**src/rtl/alu_pkg.sv**
```systemverilog
// rtl/alu_pkg.sv - shared encodings for the sequential ALU unit
package alu_pkg;

  localparam logic [2:0] ALUOP_ADD   = 3'b000;
  localparam logic [2:0] ALUOP_SUB   = 3'b001;
  localparam logic [2:0] ALUOP_AND   = 3'b010;
  localparam logic [2:0] ALUOP_OR    = 3'b011;
  localparam logic [2:0] ALUOP_FUNCT = 3'b100;
  localparam logic [2:0] ALUOP_SLT   = 3'b101;

  localparam logic [3:0] FUNCT_ADD = 4'b0000;
  localparam logic [3:0] FUNCT_SLL = 4'b0001;
  localparam logic [3:0] FUNCT_SUB = 4'b0010;
  localparam logic [3:0] FUNCT_SRL = 4'b0011;
  localparam logic [3:0] FUNCT_AND = 4'b0100;
  localparam logic [3:0] FUNCT_OR  = 4'b0101;
  localparam logic [3:0] FUNCT_XOR = 4'b0110;
  localparam logic [3:0] FUNCT_NOR = 4'b0111;
  localparam logic [3:0] FUNCT_MUL = 4'b1000;
  localparam logic [3:0] FUNCT_SLT = 4'b1010;
  localparam logic [3:0] FUNCT_SRA = 4'b1011;

  localparam logic [3:0] CTRL_AND = 4'b0000;
  localparam logic [3:0] CTRL_OR  = 4'b0001;
  localparam logic [3:0] CTRL_ADD = 4'b0010;
  localparam logic [3:0] CTRL_XOR = 4'b0011;
  localparam logic [3:0] CTRL_SUB = 4'b0110;
  localparam logic [3:0] CTRL_SLT = 4'b0111;
  localparam logic [3:0] CTRL_SLL = 4'b1000;
  localparam logic [3:0] CTRL_SRL = 4'b1001;
  localparam logic [3:0] CTRL_SRA = 4'b1010;
  localparam logic [3:0] CTRL_NOR = 4'b1100;
  localparam logic [3:0] CTRL_MUL = 4'b1110;
  localparam logic [3:0] CTRL_ILL = 4'b1111;

  typedef enum logic [1:0] {
    ST_IDLE = 2'd0,
    ST_BUSY = 2'd1,
    ST_DONE = 2'd2
  } state_e;

  function automatic logic is_multicycle(input logic [3:0] c);
    return (c == CTRL_SLL) || (c == CTRL_SRL) || (c == CTRL_SRA) || (c == CTRL_MUL);
  endfunction

endpackage

```
**src/rtl/alu_ctrl_decode.sv**
```systemverilog
// rtl/alu_ctrl_decode.sv - aluop/funct to control code; MUL decoded only with ALU_SEQ_MUL_EN
module alu_ctrl_decode
  import alu_pkg::*;
(
  input  logic [2:0] aluop,
  input  logic [3:0] funct,
  output logic [3:0] ctrl,
  output logic       illegal,
  output logic       multicycle
);

  always_comb begin
    ctrl = CTRL_ILL;
    case (aluop)
      ALUOP_ADD: ctrl = CTRL_ADD;
      ALUOP_SUB: ctrl = CTRL_SUB;
      ALUOP_AND: ctrl = CTRL_AND;
      ALUOP_OR:  ctrl = CTRL_OR;
      ALUOP_SLT: ctrl = CTRL_SLT;
      ALUOP_FUNCT: begin
        case (funct)
          FUNCT_ADD: ctrl = CTRL_ADD;
          FUNCT_SUB: ctrl = CTRL_SUB;
          FUNCT_AND: ctrl = CTRL_AND;
          FUNCT_OR:  ctrl = CTRL_OR;
          FUNCT_XOR: ctrl = CTRL_XOR;
          FUNCT_NOR: ctrl = CTRL_NOR;
          FUNCT_SLT: ctrl = CTRL_SLT;
          FUNCT_SLL: ctrl = CTRL_SLL;
          FUNCT_SRL: ctrl = CTRL_SRL;
          FUNCT_SRA: ctrl = CTRL_SRA;
`ifdef ALU_SEQ_MUL_EN
          FUNCT_MUL: ctrl = CTRL_MUL;
`endif
          default:   ctrl = CTRL_ILL;
        endcase
      end
      default: ctrl = CTRL_ILL;
    endcase
  end

  assign illegal    = (ctrl == CTRL_ILL);
  assign multicycle = is_multicycle(ctrl);

endmodule

```
**src/rtl/alu_seq_unit.sv**
```systemverilog
// rtl/alu_seq_unit.sv - handshaked ALU with iterative shifts; shift-add MUL under ALU_SEQ_MUL_EN
module alu_seq_unit
  import alu_pkg::*;
#(
  parameter int WIDTH = 32
) (
  input  logic             clk,
  input  logic             reset,
  input  logic             in_valid,
  output logic             in_ready,
  input  logic [2:0]       aluop,
  input  logic [3:0]       funct,
  input  logic [WIDTH-1:0] a,
  input  logic [WIDTH-1:0] b,
  output logic             out_valid,
  input  logic             out_ready,
  output logic [WIDTH-1:0] result,
  output logic             zero,
  output logic [3:0]       ctrl,
  output logic             err
);

  localparam int SHW = $clog2(WIDTH);
  localparam int CW  = SHW + 1;

  state_e           state_q;
  logic [3:0]       op_q;
  logic [WIDTH-1:0] work_q, work_d, busy_res_d;
  logic [CW-1:0]    cnt_q, cnt_load_d;
  logic             out_valid_q, zero_q, err_q;
  logic [WIDTH-1:0] result_q, alu_d;
  logic [3:0]       ctrl_q;
`ifdef ALU_SEQ_MUL_EN
  logic [WIDTH-1:0] mplier_q, acc_q, acc_d;
`endif

  logic [3:0]     dec_ctrl;
  logic           dec_ill, dec_multi;
  logic [SHW-1:0] shamt;
  logic           accept, start_busy;

  alu_ctrl_decode u_dec (
    .aluop      (aluop),
    .funct      (funct),
    .ctrl       (dec_ctrl),
    .illegal    (dec_ill),
    .multicycle (dec_multi)
  );

  assign shamt      = b[SHW-1:0];
  assign in_ready   = (state_q == ST_IDLE) || ((state_q == ST_DONE) && out_ready);
  assign accept     = in_valid && in_ready;
  // A zero shift amount leaves the multicycle path and completes like a single-cycle op.
  assign start_busy = dec_multi && (cnt_load_d != '0);

  always_comb begin
    cnt_load_d = {1'b0, shamt};
`ifdef ALU_SEQ_MUL_EN
    if (dec_ctrl == CTRL_MUL) cnt_load_d = CW'(WIDTH);
`endif
  end

  always_comb begin
    alu_d = a;
    case (dec_ctrl)
      CTRL_ADD: alu_d = a + b;
      CTRL_SUB: alu_d = a - b;
      CTRL_AND: alu_d = a & b;
      CTRL_OR:  alu_d = a | b;
      CTRL_XOR: alu_d = a ^ b;
      CTRL_NOR: alu_d = ~(a | b);
      CTRL_SLT: alu_d = {{(WIDTH-1){1'b0}}, ($signed(a) < $signed(b))};
      CTRL_ILL: alu_d = '0;
      default:  alu_d = a;
    endcase
  end

  always_comb begin
    case (op_q)
      CTRL_SLL: work_d = work_q << 1;
      CTRL_SRL: work_d = work_q >> 1;
      CTRL_SRA: work_d = {work_q[WIDTH-1], work_q[WIDTH-1:1]};
      default:  work_d = work_q;
    endcase
    busy_res_d = work_d;
`ifdef ALU_SEQ_MUL_EN
    // work_q holds the shifted multiplicand while mplier_q feeds one bit per cycle.
    acc_d = acc_q + (mplier_q[0] ? work_q : '0);
    if (op_q == CTRL_MUL) begin
      work_d     = work_q << 1;
      busy_res_d = acc_d;
    end
`endif
  end

  always_ff @(posedge clk or posedge reset) begin
    if (reset) begin
      state_q     <= ST_IDLE;
      op_q        <= CTRL_AND;
      work_q      <= '0;
      cnt_q       <= '0;
      out_valid_q <= 1'b0;
      result_q    <= '0;
      zero_q      <= 1'b0;
      ctrl_q      <= 4'b0000;
      err_q       <= 1'b0;
`ifdef ALU_SEQ_MUL_EN
      mplier_q    <= '0;
      acc_q       <= '0;
`endif
    end else if (accept) begin
      op_q   <= dec_ctrl;
      work_q <= a;
      cnt_q  <= cnt_load_d;
`ifdef ALU_SEQ_MUL_EN
      mplier_q <= b;
      acc_q    <= '0;
`endif
      if (start_busy) begin
        state_q     <= ST_BUSY;
        out_valid_q <= 1'b0;
      end else begin
        state_q     <= ST_DONE;
        out_valid_q <= 1'b1;
        result_q    <= alu_d;
        zero_q      <= (alu_d == '0);
        ctrl_q      <= dec_ctrl;
        err_q       <= dec_ill;
      end
    end else if ((state_q == ST_DONE) && out_ready) begin
      state_q     <= ST_IDLE;
      out_valid_q <= 1'b0;
    end else if (state_q == ST_BUSY) begin
      work_q <= work_d;
      cnt_q  <= cnt_q - CW'(1);
`ifdef ALU_SEQ_MUL_EN
      acc_q    <= acc_d;
      mplier_q <= mplier_q >> 1;
`endif
      if (cnt_q == CW'(1)) begin
        state_q     <= ST_DONE;
        out_valid_q <= 1'b1;
        result_q    <= busy_res_d;
        zero_q      <= (busy_res_d == '0);
        ctrl_q      <= op_q;
        err_q       <= 1'b0;
      end
    end
  end

  assign out_valid = out_valid_q;
  assign result    = result_q;
  assign zero      = zero_q;
  assign ctrl      = ctrl_q;
  assign err       = err_q;

endmodule

```
**config.mk**
```make
export PLATFORM = sky130hd
export DESIGN_NAME = alu_seq_unit
export DESIGN_NICKNAME = d
export VERILOG_FILES = /design/src/rtl/alu_pkg.sv /design/src/rtl/alu_ctrl_decode.sv /design/src/rtl/alu_seq_unit.sv
export SDC_FILE = /design/constraint.sdc
export NUM_CORES = 1
export LEC_CHECK = 0
export ABC_CLOCK_PERIOD_IN_PS = 4400
export BUFFER_PORTS_ARGS = -buffer_cell sky130_fd_sc_hd__buf_4
export CORE_ASPECT_RATIO = 2
export CORE_MARGIN = 2
export CORE_UTILIZATION = 50
export CTS_BUF_LIST = sky130_fd_sc_hd__clkbuf_8 sky130_fd_sc_hd__clkbuf_16
export CTS_CLUSTER_DIAMETER = 120
export CTS_CLUSTER_SIZE = 12
export DETAILED_ROUTE_END_ITERATION = 8
export GPL_TIMING_DRIVEN = 0
export PLACE_DENSITY_LB_ADDON = 0.1
export RECOVER_POWER = 50
export SETUP_SLACK_MARGIN = 0.5
export SLEW_MARGIN = 20
export SYNTH_ARGS = -nofsm -noshare
export SYNTH_HDL_FRONTEND = slang
export SYNTH_HIERARCHICAL = 1
export SYNTH_SLANG_ARGS = --single-unit
```
**constraint.sdc**
```tcl
create_clock -name clk -period 4.4 [get_ports clk]
set_input_delay 1.1 -clock clk [delete_from_list [all_inputs] [get_ports clk]]
set_output_delay 1.1 -clock clk [all_outputs]
set_load 0.02 [all_outputs]
```
==> results of run 1 <==
## Yosys cell counts (10+ instances only)
cell and count:
a22oi_1 37, o211ai_1 19, nand2b_1 16, and2_1 10, nor2_1 141, a211oi_1 24
o221ai_1 14, buf_2 21, dfrtp_1 82, a31oi_1 13, nand2_1 130, inv_1 109
a221o_1 13, a21oi_1 135, ha_1 111, o21a_1 17, nand3_1 23, nor3_1 32
clkbuf_1 64, a21o_1 17, nor2b_1 10, and3_1 13, o21ai_0 110, nand4_1 17
a222oi_1 29, o31ai_1 13, buf_1 11, o22ai_1 28, nor4_1 12
## cells by family (layout without fill, tap and decap cells)
kind of cell | Yosys count | count (layout) | share of synthesized area (%)
AOI/OAI and AO/OA | 590 | 590 | 38.13
and+or+nand+nor | 450 | 450 | 19.76
buffers and inverters | 218 | 448 | 8.140
adders and majority gates | 114 | 114 | 13.26
DFF | 82 | 82 | 18.91
xor gates and xnor gates | 10 | 10 | 0.8072
muxes | 10 | 10 | 0.9916
## per-layer routing
metal | vias to the layer above | global-route usage, % | part of all wire [%]
li1 | 5959 | - | -
met1 | 6734 | 49.89 | 30
met2 | 1234 | 81.11 | 46
met3 | 579 | 19.25 | 11
met4 | 2 | 49.60 | 13
met5 | - | 1.382 | 0.063
## area by class of cell
type | count | area share [%]
timing repair buffer | 214 | 11.74
clock inverter | 6 | 0.4839
buffer | 105 | 4.747
clock buffer | 10 | 1.593
multi-input combinational | 1174 | 62.46
tap | 273 | 2.277
sequential | 82 | 13.68
inverter | 113 | 3.020
## state kept, by name, summed over array words and instances (netlist names)
name	flops
zero	1
err	1
cnt_q	6
op_q	4
result	32
state_q	1
out_valid	1
work_q	32
ctrl	4
## layout by cell type, fill, tap and decap left out, drive strengths merged, types with 10 or more instances in the layout
cell    Yosys  layout
nand2     130     130
o21ai     118     118
inv       112     114
a211oi     29      29
o22ai      28      28
a21o       17      17
ha        111     111
nor3       35      35
o221ai     15      15
nor2b      12      12
nand2b     16      16
a222oi     29      29
dfrtp      82      82
and3       13      13
and2       10      10
a221o      13      13
o21a       17      17
nor2      142     142
clkbuf     65      93
nand4      17      17
a21oi     137     137
buf        40     236
a31oi      13      13
a22oi      37      37
o31ai      13      13
nor4       12      12
o211ai     22      22
nand3      23      23
## power by group through the flow
stage                     sequential (uW)  combinational, uW  clock (uW)
after floorplan                      1510               1800           0
after global placement               1400               3090           0
after detailed placement             1410               3130           0
after CTS                            1400               3530         805
after global routing                 1450               4100         833
final                                1420               3910         807
## critical path, delay by kind of cell
kind | cells | cell delay [ps]
AOI/OAI and AO/OA | 6 | 1290
adders and majority gates | 1 | 160
and+or+nand+nor | 8 | 2310
buffers and inverters | 4 | 490
## per-stage QoR
stage / setup TNS, ps / util, %
3_5_place_dp: -29980 / 56.84
6_report: -859.0 / 70.10
2_1_floorplan: -159.4 / -
3_3_place_gp: -31210 / 56.54
4_1_cts: -616.8 / 66.84
5_1_grt: -1430 / 70.10
## path summary, 6_finish.rpt
kind	from	endpoint	slack, ps	cells after the start
min in group asynchronous	reset	cnt_q[4]	950	2
max in group asynchronous	reset	ctrl[2]	1460	3
setup / recovery	funct[0]	zero	-690	19
setup reg to reg	op_q[2]	zero	-120	10
hold / removal	err	err	500	2
hold reg to reg	err	err	500	2
## timing repair
action                     CTS  global route
resized for setup          302           142
pin swaps                   67            48
setup endpoints to repair   32            29
buffers inserted            68            28
==> results.cfg, run 1 <==
[floorplanning]
die_area_sq_mm = 0.02297
initial_core_util_pct = 50.72
core_sq_mm = 0.02140
die_x_um = 108.2
rows = 76
die_y_um = 212.3
pin_count = 115

[cts]
clockBufferDepth = 2
cts.reportedPaths.clkPinSlew_ps = 70
clk_latency_ps = 370
cts_buffers = 9
cts_tree = yes
clkSinkCount = 82
postCtsHoldBufs = 0
root_buffer = clkbuf_16
htreeDepth = 3

[power]
p_total_uw = 6135
intPower_uw = 3024
pwr-share-comb_pct = 63.7
switching_share_pct = 50.70
p_sw_uw = 3111
ir_drop_mv = 0.6604
pwr-share-seq_pct = 23.2
clkPwrFrac_pct = 13.2
p_leak_uw = 0.006417
power.density_mw_per_mm2 = 409.1

[timing]
skew_ps = 9.900
slew_headroom_pct = -0.6559
worstMarginPinSlew_ps = 1510
final-max-slew-violation-count = 59
hold_viol_final = 0
whs_ps = 498.9
setup_violations = 6
clock.fmax_mhz = 196.4
setup_slack_ps = -690.8
min_period_ps = 5091
rsz0062_at_grt = true
fin_crit_sh_pct = 115.7

[finish]
n_fill_cell = 1753
area_delta_synth_final_pct = 38.21
seq_area_sq_mm = 0.002052
final_area_sq_mm = 0.01500
multi_input_area_sq_mm = 0.009368
num_antenna_cells = 0
finalNetCount = 1887
fin_cells = 1977
drive_gt1_share_pct = 30.22

[placed_design]
place_inst = 1864
place_congestion = 1.058
placed_area_sq_mm = 0.01216
pre_cts_ws_ps = -2261
io_buffer_count = 114
hpwl_mm = 42.23

[detailed_routing]
drt_iter0_markers = 2105
vias = 14510
drc = 3
drt_wl_total_mm = 58.81
ant_nets = 0
routedWlPerCell_um = 29.75
avgViaCountPerCell = 7.338
drt_first_pass_iters = 9

[flow_run]
drv_cap = 1

[setup_path]
cp_cell_sequence = buf_12 -> inv_12 -> ha_4 -> or3b_4 -> a21oi_4 -> a21oi_4 -> buf_6 -> and2_1 -> clkbuf_8 -> nand2_4 -> and3_4 -> a32oi_2 -> o32ai_4 -> nand4b_1 -> a2111oi_4 -> nand4_1 -> or4_1 -> or4_4 -> o21ai_2
path_max_fanout = 8
slowest_delay_ps = 500
critPathArrivalTime_ps = 5390
start_kind = primary input
critical_path_required_ps = 4700
crit_top_cell = a21oi_4
path_class = in2reg
slowest_stage = or4_4
endpoint_kind = flip-flop

[yosys]
synth_cell_types = 98
syn_area_per_cell_sq_um = 7.362
synth.area.top_cells = dfrtp_1 (19%), ha_1 (13%), a21oi_1 (6.2%)
ys.flop_type = dfrtp_1
syn_area_sq_mm = 0.01085
async_flop_share_pct = 100.0
ys_seq_area_share_pct = 18.91
syn-num-nets = 1662
ys_seq_elements = 82
synth_top_area_share_pct = 18.91
synth_cells = 1474
synth_area_leader_cell = dfrtp_1
yosysWarnings = 6
synth_edf_count = 0

[min_path]
holdCritPathClass = reg2reg

[global_routing]
grt_pass1_vias = 14270
grtUsageTotal_pct = 51.30
grt_pass1_wl_mm = 87.12
antenna_found_initial = 0
gr-total-overflow = 0
grt_max_degree = 60

[run_status]
outcome = finished, violations left
violations = DRC, capacitance limit, slew limit, setup timing
Power figures use the tool's default switching activity.
==> run 2: changes to the inputs <==
- SYNTH_HIERARCHICAL: 1 -> default
==> run 2 against run 1 <==
  * The run still ends with DRC, capacitance limit, slew limit, setup timing left
  * Clock power up 5.8%
  * Global-route usage down 5.5 points
  * Die area down 2.7%
  * Final cell count down 4.7%
  * Synthesized cell count down 3.7%
  * Via count down 9.2%
  * Sequential share of layout area up 1.2 points
  * Largest cell class unchanged
  * Largest power group unchanged
==> results.cfg, run 2 <==
[timing]
worstMarginPinSlew_ps = 1510
hold_viol_final = 0
slew_headroom_pct = -0.6648
whs_ps = 498.8
fin_crit_sh_pct = 112.1
final-max-slew-violation-count = 59
setup_tns_ps = -586.0
min_period_ps = 4933
setup_violations = 2
rsz0062_at_grt = true
setup_slack_ps = -533.5
clock.fmax_mhz = 202.7
skew_ps = 7.962

[yosys]
syn_area_sq_mm = 0.01055
async_flop_share_pct = 100.0
synth_cell_types = 96
ys.flop_type = dfrtp_1
synth_cells = 1420
synth_top_area_share_pct = 19.46
yosysMostFrequentCell = nor2_1
yosysWarnings = 0
ys_seq_area_share_pct = 19.46
ys_seq_elements = 82
syn_area_per_cell_sq_um = 7.426
synth.area.top_cells = dfrtp_1 (19%), ha_1 (13%), o21ai_0 (5.7%)
synth_area_leader_cell = dfrtp_1
synth_edf_count = 0
syn-num-nets = 1608
synthTopCellsByCount = nor2_1 (133), o21ai_0 (121), nand2_1 (119)

[power]
switching_share_pct = 42.42
p_leak_uw = 0.005881
p_total_uw = 3331
pwr-share-seq_pct = 24.4
ir_drop_mv = 0.4046
power.density_mw_per_mm2 = 241.1
intPower_uw = 1918
p_sw_uw = 1413
clkPwrFrac_pct = 25.6
pwr-share-comb_pct = 50.0

[cts]
clk_latency_ps = 360
postCtsHoldBufs = 0
clkSinkCount = 82
htreeDepth = 3
cts_tree = yes
cts_buffers = 9
clockBufferDepth = 2
cts.reportedPaths.clkPinSlew_ps = 70
root_buffer = clkbuf_16

[min_path]
holdCritPathClass = reg2reg

[floorplanning]
initial_core_util_pct = 50.62
pin_count = 115
die_area_sq_mm = 0.02234
core_sq_mm = 0.02083
rows = 75
die_x_um = 106.7
die_y_um = 209.4

[placed_design]
place_congestion = 1.069
io_buffer_count = 113
placed_area_sq_mm = 0.01184
hpwl_mm = 40.98

[detailed_routing]
routedWlPerCell_um = 28.22
avgViaCountPerCell = 6.990
ant_nets = 0
drt_iter0_markers = 1528
drt_wl_total_mm = 53.20
vias = 13180
drt_first_pass_iters = 9
drc = 6

[global_routing]
grt_pass1_wl_mm = 76.52
grtUsageTotal_pct = 45.84
gr-total-overflow = 0
grt_max_degree = 60
antenna_found_initial = 1
grt_pass1_vias = 12900

[run_status]
violations = DRC, capacitance limit, slew limit, setup timing
outcome = finished, violations left

[finish]
final_common_cell = buf_4
final_area_sq_mm = 0.01382
area_delta_synth_final_pct = 31.04
multi_input_area_sq_mm = 0.008732
final_cell_mix = buf_4 (144), nor2_1 (122), nand2_1 (116)
seq_area_sq_mm = 0.002052
n_fill_cell = 1855
drive_gt1_share_pct = 25.56
finalNetCount = 1799
num_antenna_cells = 0
fin_util_pct = 66.33

[setup_path]
critical_path_required_ps = 4670
endpoint_kind = flip-flop
slowest_delay_ps = 600
start_kind = primary input
path_buf_inv = 4
reg2reg_slack_ps = 630
path_class = in2reg
critPathArrivalTime_ps = 5200
path_max_fanout = 10
cp_cell_sequence = buf_4 -> inv_1 -> ha_1 -> nand3b_1 -> o31a_1 -> o211ai_1 -> a21o_1 -> buf_2 -> clkbuf_4 -> a22oi_1 -> a2111oi_2 -> nand4_1 -> or4b_4 -> o31ai_2
crit_family = compound AO/OA/AOI/OAI gates
slowest_stage = o211ai_1

[flow_run]
drv_cap = 1
-- run 2: power groups by stage --
stage,Clock [uW],Combinational (uW),Sequential [uW]
6_report,854,1660,813
5_1_grt,872,1740,815
4_1_cts,852,1430,812
3_5_place_dp,0,1300,824
3_3_place_gp,0,1290,824
2_1_floorplan,0,769,857
-- run 2: worst paths after layout --
| path | startpoint | endpoint | cells after the start |
|---|---|---|---|
| min in group asynchronous | reset | work_q[23] | 2 |
| max in group asynchronous | reset | cnt_q[4] | 3 |
| max reg2reg | out_valid | zero | 10 |
| min | result[13] | result[13] | 1 |
| min reg2reg | result[13] | result[13] | 1 |
| max | funct[0] | zero | 14 |
-- run 2: worst reg2reg max path, delay by kind of cell, from the launching register on --
family / cells / cell delay, ps
DFF: 1 / 410
AOI/OAI and AO/OA: 2 / 570
and+or+nand+nor: 8 / 2700
-- run 2: repair_timing --
action                                  4_1_cts  5_1_grt
cloned                                        0        0
endpoints found under the setup margin       31       30
buffers inserted                             23       43
pin swaps                                    30       68
gates resized for setup                     143      159
endpoints found under the hold margin         0        0
-- run 2: routing by layer --
metal,vias up,global-route usage (%),part of all wire [%]
met5,-,0,0.023
met4,2,44.07,12
met3,389,9.006,8.5
met2,922,76.96,47
met1,6194,46.00,32
li1,5669,-,-
-- run 2: area by class of cell --
cell class | instances | area share [%]
repair buffers | 180 | 10.18
flip-flops and latches | 82 | 14.85
clock buffers | 9 | 1.630
plain buffers | 98 | 3.794
inverters | 106 | 3.160
clock inverters | 7 | 0.7606
well taps | 269 | 2.436
multi-input cells | 1134 | 63.19
-- run 2: cell families after synthesis --
logic type	share of synthesized area, %
AO/OA/AOI/OAI	35.81
AND/OR/NAND/NOR	19.45
buffers and inverters	8.021
adder cells (fa/ha/maj)	13.55
flip-flops	19.46
XOR/XNOR	1.982
multiplexers	1.732
-- run 2: stage by stage --
step	cells	setup slack, ps
global placement	1802	-2184
finish	1885	-533.5
floorplan	1420	-42.87
detailed placement	1803	-2048
global route	1885	-556.3
CTS	1842	-443.3
